--- src/rtl/search_block_loader.sv ---
// search_block_loader: streams a byte block into blk_mem_gen_0 at a base address,
// optionally re-reads it and compares an 8-bit modular checksum before pulsing done.
module search_block_loader #(
    parameter int ADDR_W = 8,
    parameter int DATA_W = 8
) (
    input  logic              CLK100MHZ,
    input  logic              reset,
    input  logic              start,
    input  logic [ADDR_W-1:0] baseAddr,
    input  logic [ADDR_W-1:0] length,
    input  logic              verify,
    input  logic [DATA_W-1:0] in_data,
    input  logic              in_valid,
    output logic              in_ready,
    output logic              ena,
    output logic              wea,
    output logic [ADDR_W-1:0] addra,
    output logic [DATA_W-1:0] dina,
    input  logic [DATA_W-1:0] douta,
    output logic              busy,
    output logic              done,
    output logic              error,
    output logic [ADDR_W-1:0] bytesWritten
);
    typedef enum logic [2:0] {IDLE, WRITE, READ, DRAIN, DONE} state_t;
    localparam logic [ADDR_W-1:0] ONE = 1;
    state_t state;
    logic [ADDR_W-1:0] base, len, cnt;
    logic vfy;
    logic [7:0] wr_sum, rd_sum;
    logic [1:0] rv;
    logic hs;
    assign in_ready = (state == WRITE) && (cnt < len);
    assign hs = in_valid && in_ready;
    always_ff @(posedge CLK100MHZ) begin
        if (reset) begin
            state <= IDLE;
            base <= '0;
            len <= '0;
            cnt <= '0;
            vfy <= 1'b0;
            wr_sum <= '0;
            rd_sum <= '0;
            rv <= '0;
            ena <= 1'b0;
            wea <= 1'b0;
            addra <= '0;
            dina <= '0;
            busy <= 1'b0;
            done <= 1'b0;
            error <= 1'b0;
            bytesWritten <= '0;
        end else begin
            done <= 1'b0;
            ena <= 1'b0;
            wea <= 1'b0;
            rv <= {rv[0], 1'b0};
            // rv[1] marks the cycle in which douta belongs to an issued read
            if (rv[1]) rd_sum <= rd_sum + 8'(douta);
            case (state)
                IDLE: if (start) begin
                    base <= baseAddr;
                    len <= length;
                    vfy <= verify;
                    cnt <= '0;
                    wr_sum <= '0;
                    rd_sum <= '0;
                    error <= 1'b0;
                    bytesWritten <= '0;
                    busy <= 1'b1;
                    state <= (length == '0) ? DONE : WRITE;
                end
                WRITE: if (hs) begin
                    ena <= 1'b1;
                    wea <= 1'b1;
                    addra <= base + cnt;
                    dina <= in_data;
                    wr_sum <= wr_sum + 8'(in_data);
                    bytesWritten <= bytesWritten + ONE;
                    cnt <= cnt + ONE;
                    if (cnt == len - ONE) begin
                        state <= vfy ? READ : DONE;
                        if (vfy) cnt <= '0;
                    end
                end
                READ: begin
                    ena <= 1'b1;
                    addra <= base + cnt;
                    cnt <= cnt + ONE;
                    rv <= {rv[0], 1'b1};
                    if (cnt == len - ONE) state <= DRAIN;
                end
                DRAIN: if (!rv[0]) state <= DONE;
                DONE: begin
                    done <= 1'b1;
                    error <= vfy && (rd_sum != wr_sum);
                    busy <= 1'b0;
                    state <= IDLE;
                end
                default: state <= IDLE;
            endcase
        end
    end
endmodule

--- config.mk ---
export PLATFORM = sky130hd
export DESIGN_NAME = search_block_loader
export DESIGN_NICKNAME = d
export VERILOG_FILES = /design/src/rtl/search_block_loader.sv
export SDC_FILE = /design/constraint.sdc
export NUM_CORES = 1
export LEC_CHECK = 0
export ABC_AREA = 1
export BUFFER_PORTS_ARGS = -buffer_cell sky130_fd_sc_hd__buf_4
export CAP_MARGIN = 25
export CORE_MARGIN = 2
export CORE_UTILIZATION = 45
export DETAILED_ROUTE_END_ITERATION = 7
export PLACE_DENSITY_LB_ADDON = 0.2
export SYNTH_ARGS = -nofsm -noshare
export SYNTH_HDL_FRONTEND = slang
export SYNTH_SLANG_ARGS = --single-unit
--- constraint.sdc ---
create_clock -name CLK100MHZ -period 2.1 [get_ports CLK100MHZ]
set_input_delay 0.315 -clock CLK100MHZ [delete_from_list [all_inputs] [get_ports CLK100MHZ]]
set_output_delay 0.315 -clock CLK100MHZ [all_outputs]
set_load 0.05 [all_outputs]
After elaboration in Yosys (flattened, before gate mapping):

Index checks and enable logic that the tools add are counted.

* register bits after elaboration: 75
* input bits: 37
* output and inout port bits: 30
* word-level logic and storage cells: 82

* $add $sub $neg: 6
* order comparisons: 1
* equal/unequal tests: 11
* mux-type cells: 30
* bitwise operators: 1
* reduce and logical (&&, ||, !) cells: 17

Operators by type and width (number)
* $mux 8: 10
* $pmux 8 s2: 3
* $add 8x8->8: 3
* $pmux 8 s3: 1
* $mux 3: 7
* $add 8x1->8 const B: 2
* $pmux 3 s4: 1
* $eq 8x8->1: 1
* $logic_not 8->1: 1
* $lt 8x8->1: 1
* $ne 2x2->1 const B: 4
* $ne 8x8->1: 1
* $reduce_and 2->1: 4
* $sub 8x1->8 const B: 1
* $eq 3x2->1 const B: 2
* $pmux 1 s2: 3
* $reduce_and 3->1: 2
* $reduce_bool 2->1: 3
* $mux 1: 5
* $reduce_and 5->1: 1
* $eq 3x1->1 const B: 1
* $eq 3x3->1 const B: 1
* $logic_and 1x1->1: 3
* $logic_not 3->1: 1
* other kinds (4): 4

Depth between registers and ports, before layout:

* depth in word-level cells: 5
* mapped depth: 15
* mapped depth without buffers: 15

Worst setup path before layout:

OpenSTA, ideal clock, no wires.

* path type: reg-to-output
* from: reg len[3]
* to: out in_ready
* arrival time: 1.726 ns
* data required time: 1.785 ns
* slack: 0.059 ns
* stages on the path, launching flop included: 8
* path buffers: 0
* cells stage by stage: dfxtp_1 inv_1 ha_1 a21oi_1 o21ai_0 nand2_1 nand2_1 nor2_1

* cells in the longest elaborated chain, start to end: 2

Ends and longest elaborated chain
* start, declared: RTL line 29 `logic [ADDR_W-1:0] base, len, cnt;`
* start signal, assigned: RTL line 64 `len <= length;`
* $lt 8x8->1: RTL line 34 `assign in_ready = (state == WRITE) && (cnt < len);`
* $logic_and 1x1->1: RTL line 34
* end, declared: RTL line 15 `output logic in_ready,`

Every way passes these cells.

Final worst setup path:

* from: reg len[5]
* to: out in_ready

Same word-level chain as after synthesis.

==> flow_summary.json <==
{
  "cp.arrival_ns": 1.72,
  "fp.dieH_microns": 102,
  "grt_busiest_layer": "met2",
  "wl_per_cell_microns": 12.7,
  "skew_ns": 0.00805,
  "grt_pass1_vias": 3773,
  "postRouteWirelength_microns": 10400,
  "clkTransAtPathRegs_ns": 0.08,
  "syn_inst": 603,
  "outcome": "completed",
  "ys_warn_count": 0,
  "clkSinkCount": 75,
  "synth.net_count": 675,
  "timing.rr.end": "cnt[2]",
  "cts_hold_buffers": 0,
  "maxCapViolations": 0,
  "grt_pass1_wl_microns": 16800,
  "slew_headroom_pct": 70.9,
  "clkPwrFrac_pct": 17.7,
  "p_int_mw": 3.82,
  "syn_to_final_growth_pct": 24.4,
  "synth.avg_cell_area_sq_um": 7.13,
  "synth_area_sq_um": 4300,
  "grt_setup_unrepaired": "true",
  "p_switching_mw": 3.10,
  "drt-vias-per-instance": 5.02,
  "io_buffer_count": 66,
  "grt_util_met3_pct": 3.66,
  "yosysUniqueCellTypes": 37,
  "grt_antenna_before_repair": 0,
  "cp.required_ns": 1.78,
  "fmax_mhz": 490,
  "io_pins": 67,
  "hold_viol": 0,
  "met2_usage_pct": 36.1,
  "ant_nets": 0,
  "cts_htree_levels": 3,
  "die_w_microns": 102,
  "max-vdd-ir-drop_uv": 595,
  "synth_seq_cells": 75,
  "drc": 0,
  "globalplace.congestion": 0.845,
  "combPwrFrac_pct": 52.3,
  "min_path_type": "input pin to flop",
  "dpl_worst_slack_ns": 0.00945,
  "reg2reg_from": "len[0]",
  "numCtsBuffers": 9,
  "p_leak_nw": 2.50,
  "clk_path_buf_depth": 2,
  "switching_share_pct": 44.8,
  "grt_use_met1_pct": 25.6,
  "tightest_slew_ns": 0.432,
  "dp_hpwl_microns": 7850,
  "ff2ff_path_depth": 13,
  "end_kind": "output pin",
  "yosysSeqAreaShare_pct": 34.9,
  "timing.final.ws_setup_ns": 0.0601,
  "insertedDiodeCount": 0,
  "via_count": 4125,
  "cts_root_buffer": "clkbuf_8",
  "holdPathEnd": "base[2]",
  "post-route-util_pct": 57.9,
  "gr-total-overflow": 0,
  "critPathKind": "flop to output pin",
  "reg2reg_slack_ns": 0.15,
  "cts_tree": "built",
  "track_usage_pct": 20.4,
  "clock_latency_ns": 0.35,
  "whs_path_depth": 3,
  "min_period_ns": 2.04,
  "cp-start-kind": "flop",
  "multi_input_area_sq_um": 2560,
  "drt-initial-drc-count": 148,
  "drt_first_pass_iters": 4,
  "num-fill-cells": 883,
  "rows": 35,
  "worstPathMaxFanout": 3,
  "finalSetupViolations": 0,
  "report.final.slew_viol_count": 0,
  "post-route-period-util_pct": 97.1,
  "timing.setup.tns_ns": 0,
  "fin_nets": 759,
  "min-delay-start": "baseAddr[2]",
  "drive_gt1_share_pct": 19.7,
  "start_util_pct": 46.5,
  "ff_latch_area_sq_um": 1510,
  "core-area_sq_um": 9240,
  "p_seq_share_pct": 30.0,
  "design.die.area_sq_um": 10400,
  "grt_max_degree": 38,
  "power_density_nw_per_um2": 1290
}
[synth_stat cells]
cell type,count,area [sq um]
nand2_1,115,432
nor2_1,83,312
dfxtp_1,75,1500
a21oi_1,64,320
inv_1,59,221
o21ai_0,36,180
ha_1,32,400
nand3_1,26,130
xnor2_1,17,149
o21ai_1,12,60.1
nor3_1,11,55.1
xor2_1,10,87.6
clkbuf_1,9,33.8
nand4_1,9,56.3
buf_2,5,25.0
inv_2,5,18.8
a21o_1,3,22.5
fa_1,3,60.1
nor4_1,3,18.8
a31oi_1,2,12.5
and3_1,2,12.5
mux2i_1,2,20.0
nand2_4,2,22.5
nand3b_1,2,15.0
nor2_2,2,12.5
o211ai_1,2,15.0
o21a_1,2,15.0
a21boi_0,1,7.51
clkinv_2,1,5.00
nand2_2,1,6.26
nand4_4,1,21.3
nor3_4,1,16.3
o21bai_1,1,7.51
o22ai_1,1,6.26
o311ai_0,1,8.76
or2_0,1,6.26
or2_2,1,6.26
[area by class of cell]
cell class | instances | area share (%)
sequential | 75 | 28.2
clock inverter | 7 | 1.71
tap | 129 | 3.02
timing repair buffer | 87 | 12.3
clock buffer | 9 | 2.32
inverter | 65 | 4.65
multi-input combinational | 449 | 47.8
[state kept, by name, indices dropped and copies added (netlist names), 2 cells and up]
| signal | count |
|---|---|
| state | 3 |
| bytesWritten | 8 |
| len | 8 |
| base | 8 |
| rv | 2 |
| wr_sum | 8 |
| addra | 8 |
| cnt | 8 |
| dina | 8 |
| rd_sum | 8 |
[power groups by stage]
stage                     logic [mW]  clock network, mW  registers (mW)
after floorplan                 2.27                  0            2.33
after global placement          3.37                  0            2.09
after detailed placement        3.43                  0            2.10
after CTS                       3.51               1.24            2.07
after global routing            4.06               1.30            2.12
final                           3.62               1.23            2.08
[stage by stage]
step / hold WS [ns] / instances / total power [mW] / cell area, sq um
after floorplan: 0.399 / 603 / 4.60 / 4300
after global placement: 0.431 / 801 / 5.47 / 5030
after detailed placement: 0.432 / 801 / 5.53 / 5030
after CTS: 0.176 / 819 / 6.83 / 5260
after global routing: 0.177 / 821 / 7.48 / 5350
final: 0.183 / 821 / 6.93 / 5350
[routing by layer]
metal / up-vias / share of wire (%) / wire length [microns]
met3: 6 / 3.6 / 375
li1: 2154 / - / -
met4: 0 / 0.91 / 95
met5: - / 0 / 0
met1: 1877 / 44 / 4600
met2: 88 / 51 / 5320
[cell families after synthesis]
kind of cell	after synthesis	synth area share, %
adders and majority gates	35	10.7
AOI/OAI and AO/OA	125	15.2
DFF	75	34.9
xor gates and xnor gates	27	5.50
and+or+nand+nor	260	26.1
buffers and inverters	79	7.07
muxes	2	0.466
[worst max path at each step]
stage / to / cells after the start / start / slack [ns]
after floorplan: in_ready / 7 / len[3] / 0.06
after global placement: rd_sum[6] / 13 / douta[0] / 0.06
after detailed placement: rd_sum[6] / 13 / douta[0] / 0.009
after CTS: in_ready / 8 / len[1] / 0.009
after global routing: cnt[1] / 14 / len[0] / -0.007
final: in_ready / 7 / len[5] / 0.06
[cells in the final DEF, fill, tap and decap left out, types with 3 or more instances in the layout]
| cell | instances |
|---|---|
| a21oi_2 | 4 |
| a21oi_1 | 60 |
| nor3_1 | 11 |
| inv_2 | 5 |
| buf_4 | 86 |
| fa_1 | 3 |
| nor2_2 | 4 |
| nor4_1 | 3 |
| clkbuf_8 | 9 |
| a21o_1 | 3 |
| o21ai_0 | 34 |
| dfxtp_1 | 69 |
| xor2_1 | 10 |
| nand4_1 | 9 |
| dfxtp_2 | 6 |
| ha_1 | 30 |
| inv_1 | 58 |
| o21ai_1 | 12 |
| nand2_4 | 3 |
| xnor2_1 | 17 |
| nor2_1 | 81 |
| clkinv_2 | 4 |
| nand2_1 | 113 |
| nand3_1 | 26 |
[worst max-delay path, stage by stage (launching register included)]
cell and delay (ns):
dfxtp_2 0.35, inv_1 0.07, ha_1 0.30, a21oi_2 0.12
o21a_1 0.15, nand2_1 0.07, nor2_2 0.14, buf_6 0.17
[timing repair]
| action | in CTS | in global routing |
|---|---|---|
| resized for setup | 4 | 19 |
| endpoints found under the setup margin | 1 | 19 |
| hold endpoints to repair | 0 | 0 |
| pin swaps | 1 | 9 |
| setup buffers | 2 | 2 |
No activity file was read; power rests on OpenSTA's default activity.
